File: src/rtl/enc_pkg.sv
// Shared constants and helpers for the one-hot / priority encoder pipeline.
package enc_pkg;

   localparam int ENC_MODE_STRICT = 0;
   localparam int ENC_MODE_PRIO   = 1;

   // Index width never drops below one bit, even for a two-line encoder.
   function automatic int clog2_min1(input int n);
      return (n <= 2) ? 1 : $clog2(n);
   endfunction

endpackage

File: src/rtl/enc_core.sv
// Combinational N-to-log2(N) encoder: strict one-hot or MSB-priority decoding
// with an error flag for inputs that are illegal in the selected mode.
module enc_core
   import enc_pkg::*;
#(
   parameter  int N    = 8,
   parameter  int MODE = ENC_MODE_STRICT,
   localparam int IW   = clog2_min1(N)
) (
   input  logic [N-1:0]  in_data,
   output logic [IW-1:0] idx,
   output logic          err
);

   logic [IW-1:0] hi_pos;
   logic          any_set;
   logic          multi_set;

   always_comb begin
      // NOTE: every variable gets a default first so no path through this block can infer a latch.
      hi_pos    = '0;
      any_set   = 1'b0;
      multi_set = 1'b0;
      idx       = '0;
      err       = 1'b1;

      // Ascending scan: the last set bit seen is the highest one.
      for (int i = 0; i < N; i++) begin
         if (in_data[i]) begin
            multi_set = multi_set | any_set;
            any_set   = 1'b1;
            hi_pos    = IW'(i);
         end
      end

      if (MODE == ENC_MODE_PRIO) begin
         if (any_set) begin
            idx = hi_pos;
            err = 1'b0;
         end
      end else if (any_set && !multi_set) begin
         idx = hi_pos;
         err = 1'b0;
      end
   end

endmodule

File: src/rtl/onehot_encoder_pipe.sv
// Registered encoder with valid/ready on both sides and one output register.
// Build option: define ENC_ERR_CNT_EN to include the saturating error counter.
module onehot_encoder_pipe
   import enc_pkg::*;
#(
   parameter  int N    = 8,
   parameter  int MODE = ENC_MODE_STRICT,
   parameter  int CW   = 8,
   localparam int IW   = clog2_min1(N)
) (
   input  logic          clk,
   input  logic          rst_n,
   input  logic [N-1:0]  in_data,
   input  logic          in_valid,
   output logic          in_ready,
   output logic [IW-1:0] out_idx,
   output logic          out_err,
   output logic          out_valid,
   input  logic          out_ready,
   input  logic          err_clr,
   output logic [CW-1:0] err_cnt
);

   logic [IW-1:0] core_idx;
   logic          core_err;
   logic          in_xfer;

   enc_core #(
      .N    (N),
      .MODE (MODE)
   ) u_core (
      .in_data (in_data),
      .idx     (core_idx),
      .err     (core_err)
   );

   // No skid buffer: accept only when the register is empty or draining now.
   assign in_ready = !out_valid || out_ready;
   assign in_xfer  = in_valid && in_ready;

   always_ff @(posedge clk or negedge rst_n) begin
      // NOTE: sequential state uses non-blocking assignments so every flop samples pre-edge values.
      if (!rst_n) begin
         out_valid <= 1'b0;
         out_idx   <= '0;
         out_err   <= 1'b0;
      end else if (in_xfer) begin
         out_valid <= 1'b1;
         out_idx   <= core_idx;
         out_err   <= core_err;
      end else if (out_ready) begin
         out_valid <= 1'b0;
      end
   end

`ifdef ENC_ERR_CNT_EN
   logic [CW-1:0] cnt_q;

   // Clear has priority over a coincident increment.
   always_ff @(posedge clk or negedge rst_n) begin
      if (!rst_n) begin
         cnt_q <= '0;
      end else if (err_clr) begin
         cnt_q <= '0;
      end else if (in_xfer && core_err && (cnt_q != {CW{1'b1}})) begin
         cnt_q <= cnt_q + 1'b1;
      end
   end

   assign err_cnt = cnt_q;
`else
   logic unused_err_clr;

   assign unused_err_clr = err_clr;
   assign err_cnt        = '0;
`endif

endmodule

File: config.mk
export PLATFORM = sky130hd
export DESIGN_NAME = onehot_encoder_pipe
export DESIGN_NICKNAME = d
export VERILOG_FILES = /design/src/rtl/enc_pkg.sv /design/src/rtl/enc_core.sv /design/src/rtl/onehot_encoder_pipe.sv
export SDC_FILE = /design/constraint.sdc
export NUM_CORES = 1
export LEC_CHECK = 0
export ABC_AREA = 1
export BUFFER_PORTS_ARGS = -buffer_cell sky130_fd_sc_hd__buf_2
export CAP_MARGIN = 20
export CORE_AREA = 5 5 42 44
export DETAILED_ROUTE_END_ITERATION = 10
export DIE_AREA = 0 0 47 49
export GPL_TIMING_DRIVEN = 1
export HOLD_SLACK_MARGIN = 0.03
export REMOVE_ABC_BUFFERS = 1
export SETUP_SLACK_MARGIN = 0.5
export SLEW_MARGIN = 20
export SYNTH_ARGS = -nofsm -noshare
export SYNTH_HDL_FRONTEND = slang
export SYNTH_SLANG_ARGS = --single-unit
File: constraint.sdc
create_clock -name clk -period 2.45 [get_ports clk]
set_input_delay 0.49 -clock clk [delete_from_list [all_inputs] [get_ports clk]]
set_output_delay 0.49 -clock clk [all_outputs]
set_load 0.02 [all_outputs]
# Word level (Yosys, flattened, before mapping)
# Index checks and enable logic that the tools add are counted.
# op_classes
mux	26
bitwise	6
n_reduce_logical	6
# op_table
cell	n
two-way mux 1 bit	19
two-way mux 3 bit	5
bitwise OR 1 bit	6
two-way mux 2 bit	2
logical AND 1 bit	2
zero test 1 bit	2
nonzero test 2 bit	1
logical OR 1 bit	1
# totals
register_bits	5

# Logic depth before layout (Yosys ltp)
# Gate-level depths: netlist (run 1).
# logic_depth
word_depth	17
ltp_mapped	9
depth_no_buf	9

# Hierarchy
# Synthesis (run 1) repeated with hierarchy kept, for this count alone.
# hier_totals
cells_unflattened	72
area_unflattened_um2	447.9
# by_module_without_submodules
module	instances	cells_each	area_each_um2
onehot_encoder_pipe	1	30	269.0
enc_core	1	42	178.9

# Worst setup path before layout (run 1)
# Ideal clock, no wire load.
# synth_timing
path_kind	register to register
start	register out_valid
end	register out_idx[0]
t_arrival_ns	1.091
required_ns	2.385
path_slack_ns	1.294
stages_incl_launch_ff	8
n_path_buf	0
period_less_slack_ns	1.156
path_cell_list	dfrtp_1 > nand2_4 > nand2_2 > nor2_4 > nand2_1 > nor2_2 > nand3_1 > nand2_1
# synth_between
elab_chain_cells	3
# synth_lines
item	line_no	text
start: declaration	onehot_encoder_pipe.sv:18	output logic out_valid,
start signal: assignment	onehot_encoder_pipe.sv:44	out_valid <= 1'b0;
start signal: assignment	onehot_encoder_pipe.sv:48	out_valid <= 1'b1;
start signal: assignment	onehot_encoder_pipe.sv:52	out_valid <= 1'b0;
zero test 1 bit	onehot_encoder_pipe.sv:38	assign in_ready = !out_valid || out_ready;
logical OR 1 bit	onehot_encoder_pipe.sv:38	
named net in_ready	onehot_encoder_pipe.sv:15	output logic in_ready,
logical AND 1 bit	onehot_encoder_pipe.sv:39	assign in_xfer = in_valid && in_ready;
end signal: assignment	onehot_encoder_pipe.sv:49	out_idx <= core_idx;
end: declaration	onehot_encoder_pipe.sv:16	output logic [IW-1:0] out_idx,
# The timed path passes the listed nets, and every way through them passes these cells.
# A chain may end at the register's enable or synchronous reset.

# Worst setup path in the final report (run 1)
# layout_timing
start	register out_valid
end	output in_ready
# layout_between
elab_chain_cells	2
# layout_lines
item	line_no
zero test 1 bit	onehot_encoder_pipe.sv:38
logical OR 1 bit	onehot_encoder_pipe.sv:38
end: declaration	onehot_encoder_pipe.sv:15
# No other way between the ends.

==> results.cfg, run 1 <==
[min_path]
hp-class = in -> async

[yosys]
seq_area_frac_synth_pct = 29.41
avgSynthCellArea_um2 = 6.349
yosys.cell_types.count = 14
synth_seq_cells = 5
syn-instance-count = 67
synth.top_cells.by_area = dfrtp_1 (29%), nand2_1 (23%), buf_4 (14%)
netlist_area_um2 = 425.4
synthMuxAreaShare_pct = 0
synthAdderAreaFrac_pct = 0
synth_compound_area_share_pct = 3.529
yosys.area.top_type = dfrtp_1
synth-xor-area-share_pct = 0
synth-simple-area-share_pct = 43.24
synth_top_family_by_area = simple AND/OR/NAND/NOR gates
synth_top_area_share_pct = 29.41
yosysWarnings = 0

[critical_path]
critical_path_class = reg -> out
critPathRequiredTime_ps = 1960
startpoint_type = flop
crit_fanout = 4
worst_setup_path_end_kind = primary output
crit_arrival_ps = 890

[routing]
wl_um = 820
drt-initial-drc-count = 5
ant_nets = 0
drt-vias-per-instance = 3.951
num_vias = 407
drt-pass1-iter-count = 4
drc_errors = 0
routedWlPerCell_um = 7.961

[clock_tree]
clk_latency_ps = 240
hold_buffers = 0
cts_setup_buffers = 0
cts_buffers = 3
clock_tree.root_cell = clkbuf_4
cts_sinks = 5
ctsResizeCount = 0
htree_num_levels = 1
clockBufferDepth = 2
clkTransAtPathRegs_ps = 40
cts_tree = done

[power]
total_power_mw = 0.2457
ir_drop_mv = 0.1400
p_leak_nw = 0.3286
pwr_density_cell_nw_per_um2 = 469.9

[grt]
grt_max_degree = 6
grt_pass1_vias = 322
grt-ovfl-total = 0
antenna_found_initial = 0
grt_usage_pct = 7.345
grt_pass1_wl_um = 1200

[timing]
finalMaxSlewViolations = 0
tns_ps = 0
fmax_mhz = 726.9
grt_setup_unrepaired = no
setup_violations = 0
hold_violations = 0
skew_ps = 1.761
final.period_utilization_pct = 56.15
period_needed_ps = 1376

[die]
rows = 14
coreArea_um2 = 1401
pin_count = 27
initial_core_util_pct = 30.36
fp.dieW_um = 47
fp.dieH_um = 49
die_area_um2 = 2303

[placement]
gp_congestion = 0.7181
placed_cells = 99
io_buffers = 17
postPlaceCellArea_um2 = 496.7
place_hpwl_um = 739.3

[finish]
fillers = 162
num_antenna_cells = 0
fin_cells = 103
post-route-util_pct = 37.32
syn2layout_area_growth_pct = 22.94
finish.net_count = 101
layout-drive-gt1-share_pct = 33.33
final_area_um2 = 523.0

[flow_run]
maxCapViolations = 0

[status]
status = completed
per-layer routing:
metal,track usage (%),vias to the layer above,routed length (µm)
met5,0,-,0
met2,9.955,23,314
met4,5.530,0,23
met1,8.426,156,345
met3,3.690,4,136
li1,-,224,-
final cells by class:
class	instances	area [µm²]	share of cell area (%)
Multi-Input combinational cell	51	229.0	43.78
Inverter	10	37.54	7.177
Tap cell	16	20.02	3.828
Sequential cell	5	125.1	23.92
Clock buffer	4	26.28	5.024
Timing Repair Buffer	17	85.08	16.27
per-stage QoR:
stage | setup slack [ps] | hold slack (ps)
finish | 1074 | 56.17
CTS | 1058 | 51.40
detailed placement | 1100 | 310.8
global placement | 1108 | 309.4
floorplan | 1294 | 194.4
global route | 1030 | 57.90
cell families (layout without fill, tap and decap cells):
kind of cell / count (synthesis) / after routing
simple gates: 40 / 40
buf+inv: 18 / 31
other cells: 1 / 8
compound gates: 3 / 3
flops: 5 / 5
synth_stat cells:
| cell | count |
|---|---|
| a21oi_1 | 2 |
| buf_4 | 8 |
| conb_1 | 1 |
| dfrtp_1 | 5 |
| inv_1 | 8 |
| inv_2 | 2 |
| nand2_1 | 26 |
| nand2_2 | 1 |
| nand2_4 | 1 |
| nand3_1 | 5 |
| nor2_1 | 2 |
| nor2_2 | 4 |
| nor2_4 | 1 |
| o21ai_0 | 1 |
final timing paths:
check	from	to	slack [ps]	cells past startpoint
min in group clk	out_idx[1]	out_idx[1]	470	2
max in group asynchronous	rst_n	out_valid	2270	1
setup reg to reg	out_valid	out_idx[1]	1380	7
setup / recovery	out_valid	in_ready	1070	2
hold reg to reg	out_idx[1]	out_idx[1]	470	2
hold / removal	rst_n	out_err	60	1
worst max-delay path: stages (launching register included):
cell	delay, ps
dfrtp_1	390
nand2_4	90
buf_2	160
power breakdown:
group	switching (mW)	internal (mW)	leakage, nW
Clock	0.0306	0.0614	0.0150
Sequential	0.00254	0.0865	0.0620
Combinational	0.0446	0.0201	0.252
Total	0.0777	0.168	0.329
sequential cells by signal, indices dropped and copies added, names as in the netlist:
name,cells
out_err,1
out_idx,3
out_valid,1
placed cells by master, fill, tap and decap left out, types with 2 or more instances in the layout:
| master | count |
|---|---|
| dfrtp_1 | 5 |
| a21oi_1 | 2 |
| buf_2 | 17 |
| inv_1 | 8 |
| inv_2 | 2 |
| clkbuf_4 | 3 |
| nand2_1 | 26 |
| nor2_2 | 4 |
| nor2_1 | 2 |
| nand3_1 | 5 |
| conb_1 | 8 |
Power figures use the tool's default switching activity.
==> run 2: changes to the inputs <==
PLACE_DENSITY = 0.65   (was unset)
clock period = 1.2 ns   (was 2.45 ns; I/O delays follow)
==> results.cfg, run 2 (synthesis gave the netlist of run 1 again) <==
[finish]
largest_reg_flops = 3
fin_cells = 111
final_cell_mix = nand2_1 (24), buf_2 (12), inv_1 (8), conb_1 (8), buf_6 (7)
multi_input_area_um2 = 257.7
reg_top3 = out_idx x3, out_err x1, out_valid x1
post-route-util_pct = 46.61
syn2layout_area_growth_pct = 53.53
fillers = 145
num_antenna_cells = 0
regMostFlops = out_idx
final_common_cell = nand2_1
finish.net_count = 109
layout-drive-gt1-share_pct = 43.16
layout.area.seq_um2 = 125.1

[timing]
finalMaxSlewViolations = 0
final.period_utilization_pct = 91.16
fin_ws_ps = 106.1
fmax_mhz = 914.1
hold_violations = 0
period_needed_ps = 1094
setup_violations = 0
grt_setup_unrepaired = yes
skew_ps = 3.408
tns_ps = 0

[grt]
grt_pass1_vias = 391
grt-ovfl-total = 0
grt_max_degree = 6
grt_pass1_wl_um = 1414
grt_usage_pct = 8.269
antenna_found_initial = 0

[power]
ir_drop_mv = 0.2361
p_leak_nw = 0.3836
pwr_density_cell_nw_per_um2 = 842.2
total_power_mw = 0.5501

[clock_tree]
cts_buffers = 3
clkTransAtPathRegs_ps = 40
cts_tree = done
clk_latency_ps = 240
clock_tree.root_cell = clkbuf_4
htree_num_levels = 1
cts_sinks = 5
clockBufferDepth = 2

[routing]
drt-vias-per-instance = 3.973
drc_errors = 0
drt-pass1-iter-count = 4
routedWlPerCell_um = 8.712
num_vias = 441
drt-initial-drc-count = 1
wl_um = 967
ant_nets = 0

[placement]
gp_congestion = 0.7085
place_hpwl_um = 727.2
placed_cells = 99
place_ws_ps = 111.5
io_buffers = 17

[critical_path]
worstRegToRegCells = 7
reg2reg_to = out_idx[2]
critPathRequiredTime_ps = 960
critPathLaunch = out_valid
reg2reg_slack_ps = 150
critical_path_class = reg -> out
startpoint_type = flop
cp-endpoint = in_ready
crit_fanout = 4
crit_arrival_ps = 850
worst_setup_path_end_kind = primary output
reg2reg_from = out_valid

[die]
coreArea_um2 = 1401
initial_core_util_pct = 30.36
rows = 14
die_area_um2 = 2303
pin_count = 27
fp.dieW_um = 47
fp.dieH_um = 49

[status]
status = completed

[min_path]
hp-class = in -> async

[flow_run]
maxCapViolations = 0
==> run 2: per-stage QoR <==
stage	hold WS, ps	instance area (µm²)
3_5_place_dp	60.47	496.7
6_report	337.3	653.1
4_1_cts	329.3	610.6
3_3_place_gp	58.62	496.7
5_1_grt	340.6	653.1
2_1_floorplan	-55.59	391.6
==> run 2: worst min path at each step <==
stage	slack (ps)	to	startpoint	cells past startpoint
2_1_floorplan	-60	out_err	rst_n	0
3_3_place_gp	60	out_idx[2]	rst_n	1
3_5_place_dp	60	out_idx[1]	rst_n	1
4_1_cts	330	out_err	in_valid	3
5_1_grt	340	out_idx[1]	rst_n	2
6_report	340	out_err	rst_n	2
==> run 2: layout make-up <==
| class | instances | share of cell area [%] |
|---|---|---|
| tap | 16 | 3.065 |
| multi-input combinational | 51 | 39.46 |
| clock buffer | 4 | 4.023 |
| inverter | 10 | 5.747 |
| sequential | 5 | 19.16 |
| timing repair buffer | 25 | 28.54 |
==> run 2: timing repair <==
action,in CTS,in global routing
endpoints found under the setup margin,11,11
buffers inserted,5,2
hold buffers,1,0
pin swaps,4,2
resized for setup,12,7
endpoints found under the hold margin,5,0
==> run 2: metal layers <==
metal	wire (µm)	vias up	global-route usage (%)
met5	0	-	0
met4	6	0	5.530
met3	91	2	2.214
met2	474	19	12.90
met1	395	182	9.333
li1	-	238	-
==> run 2: where the power goes <==
group | switching (mW) | internal (mW)
registers | 0.00599 | 0.177
logic | 0.105 | 0.0723
clock network | 0.0646 | 0.125
total | 0.176 | 0.374
==> run 2: critical path: stages (launching register included) <==
cell	delay, ps
dfrtp_1	400
nand2_4	100
buf_6	120
==> run 3: changes to the inputs <==
CTS_BUF_LIST = sky130_fd_sc_hd__clkbuf_2 sky130_fd_sc_hd__clkbuf_4 sky130_fd_sc_hd__clkbuf_8   (was unset)
==> results.cfg, run 3 (synthesis gave the netlist of run 1 again) <==
[power]
ir_drop_mv = 0.2390
pwr_density_cell_nw_per_um2 = 874.7
total_power_mw = 0.5746
p_leak_nw = 0.3870

[timing]
hold_violations = 0
grt_setup_unrepaired = yes
finalMaxSlewViolations = 0
final.period_utilization_pct = 91.37
tns_ps = 0
period_needed_ps = 1096
skew_ps = 3.446
fmax_mhz = 912.1
setup_violations = 0

[clock_tree]
clkTransAtPathRegs_ps = 40
clockBufferDepth = 2
clk_latency_ps = 240
cts_sinks = 5
cts_tree = done
htree_num_levels = 1
clock_tree.root_cell = clkbuf_4
cts_buffers = 3

[critical_path]
worstRegToRegCells = 7
worstPathCellList = nand2_4 > buf_6
startpoint_type = flop
cp_top_family = flip-flops
crit_fanout = 4
max_stage_delay_ps = 400
reg2reg_slack_ps = 150
reg2reg_to = out_idx[2]
worst_setup_path_end_kind = primary output
reg2reg_from = out_valid
critical_path_buf_inv_count = 1
critical_path_class = reg -> out
crit_arrival_ps = 860
cpMaxStageDelayCell = dfrtp_1
critPathRequiredTime_ps = 960

[routing]
drt-initial-drc-count = 1
num_vias = 445
drc_errors = 0
drt-vias-per-instance = 4.009
wl_um = 970
drt-pass1-iter-count = 4
ant_nets = 0
routedWlPerCell_um = 8.739

[grt]
grt_pass1_vias = 391
grt-ovfl-total = 0
grt_max_degree = 6
grt_pass1_wl_um = 1421
grt_usage_pct = 8.481
antenna_found_initial = 0

[finish]
reg_top3 = out_idx x3, out_err x1, out_valid x1
final_cell_mix = nand2_1 (24), buf_2 (12), inv_1 (8), conb_1 (8), buf_6 (7)
fin_cells = 111
post-route-util_pct = 46.88
syn2layout_area_growth_pct = 54.41
largest_reg_flops = 3
final_common_cell = nand2_1
num_antenna_cells = 0
layout-drive-gt1-share_pct = 44.21
regMostFlops = out_idx
finish.net_count = 109

[min_path]
hold_path.startpoint = in_valid
hp-class = in -> reg
whs_path_depth = 3
hold-path-endpoint = out_err

[placement]
placed_cells = 99
gp_congestion = 0.7085
place_hpwl_um = 727.2
io_buffers = 17

[die]
die_area_um2 = 2303
fp.dieH_um = 49
coreArea_um2 = 1401
fp.dieW_um = 47
rows = 14
pin_count = 27
initial_core_util_pct = 30.36

[flow_run]
maxCapViolations = 0

[status]
status = completed
==> run 3: metrics by stage <==
step	hold slack, ps	worst slack, ps	instance area [µm²]
floorplan	-55.59	44.13	391.6
global placement	58.62	130.6	496.7
detailed placement	60.47	111.5	496.7
CTS	326.8	101.8	614.3
global route	337.2	73.70	656.9
finish	334.7	103.6	656.9
==> run 3: layout make-up <==
type | count | area, µm²
flip-flops and latches | 5 | 125.1
inverters | 10 | 37.54
clock buffers | 4 | 30.03
well taps | 16 | 20.02
fillers | 145 | 744.5
repair buffers | 25 | 186.4
multi-input cells | 51 | 257.7
==> run 3: worst max-delay path by stage <==
stage / from / end / slack (ps) / depth (start not counted)
after CTS: out_valid / in_ready / 100 / 2
final: out_valid / in_ready / 100 / 2
after detailed placement: out_valid / out_idx[0] / 110 / 7
after floorplan: out_valid / out_idx[0] / 40 / 7
after global routing: out_valid / in_ready / 70 / 2
after global placement: in_data[2] / out_idx[0] / 130 / 8
==> run 3: report_power, final <==
part	switching (mW)	internal, mW
Sequential	0.00599	0.177
Clock	0.0665	0.148
Combinational	0.105	0.0723
Total	0.178	0.397
==> run 3: metal layers <==
metal / track usage (%) / share of wire, % / wire, µm
met1: 9.333 / 41 / 394
met5: 0 / 0 / 0
met2: 12.90 / 47 / 459
met4: 6.912 / 2.4 / 23
met3: 2.214 / 9.6 / 93
==> run 3: worst min-delay path: stages <==
cell and delay [ps]:
buf_2 120, a21oi_1 90, a21oi_2 90
==> run 3: repair_timing <==
| action | in CTS | in global routing |
|---|---|---|
| pin swaps | 4 | 2 |
| gates resized for setup | 12 | 7 |
| buffers inserted | 5 | 2 |
| hold endpoints to repair | 5 | 0 |
| hold buffers | 1 | 0 |
| setup endpoints to repair | 11 | 11 |
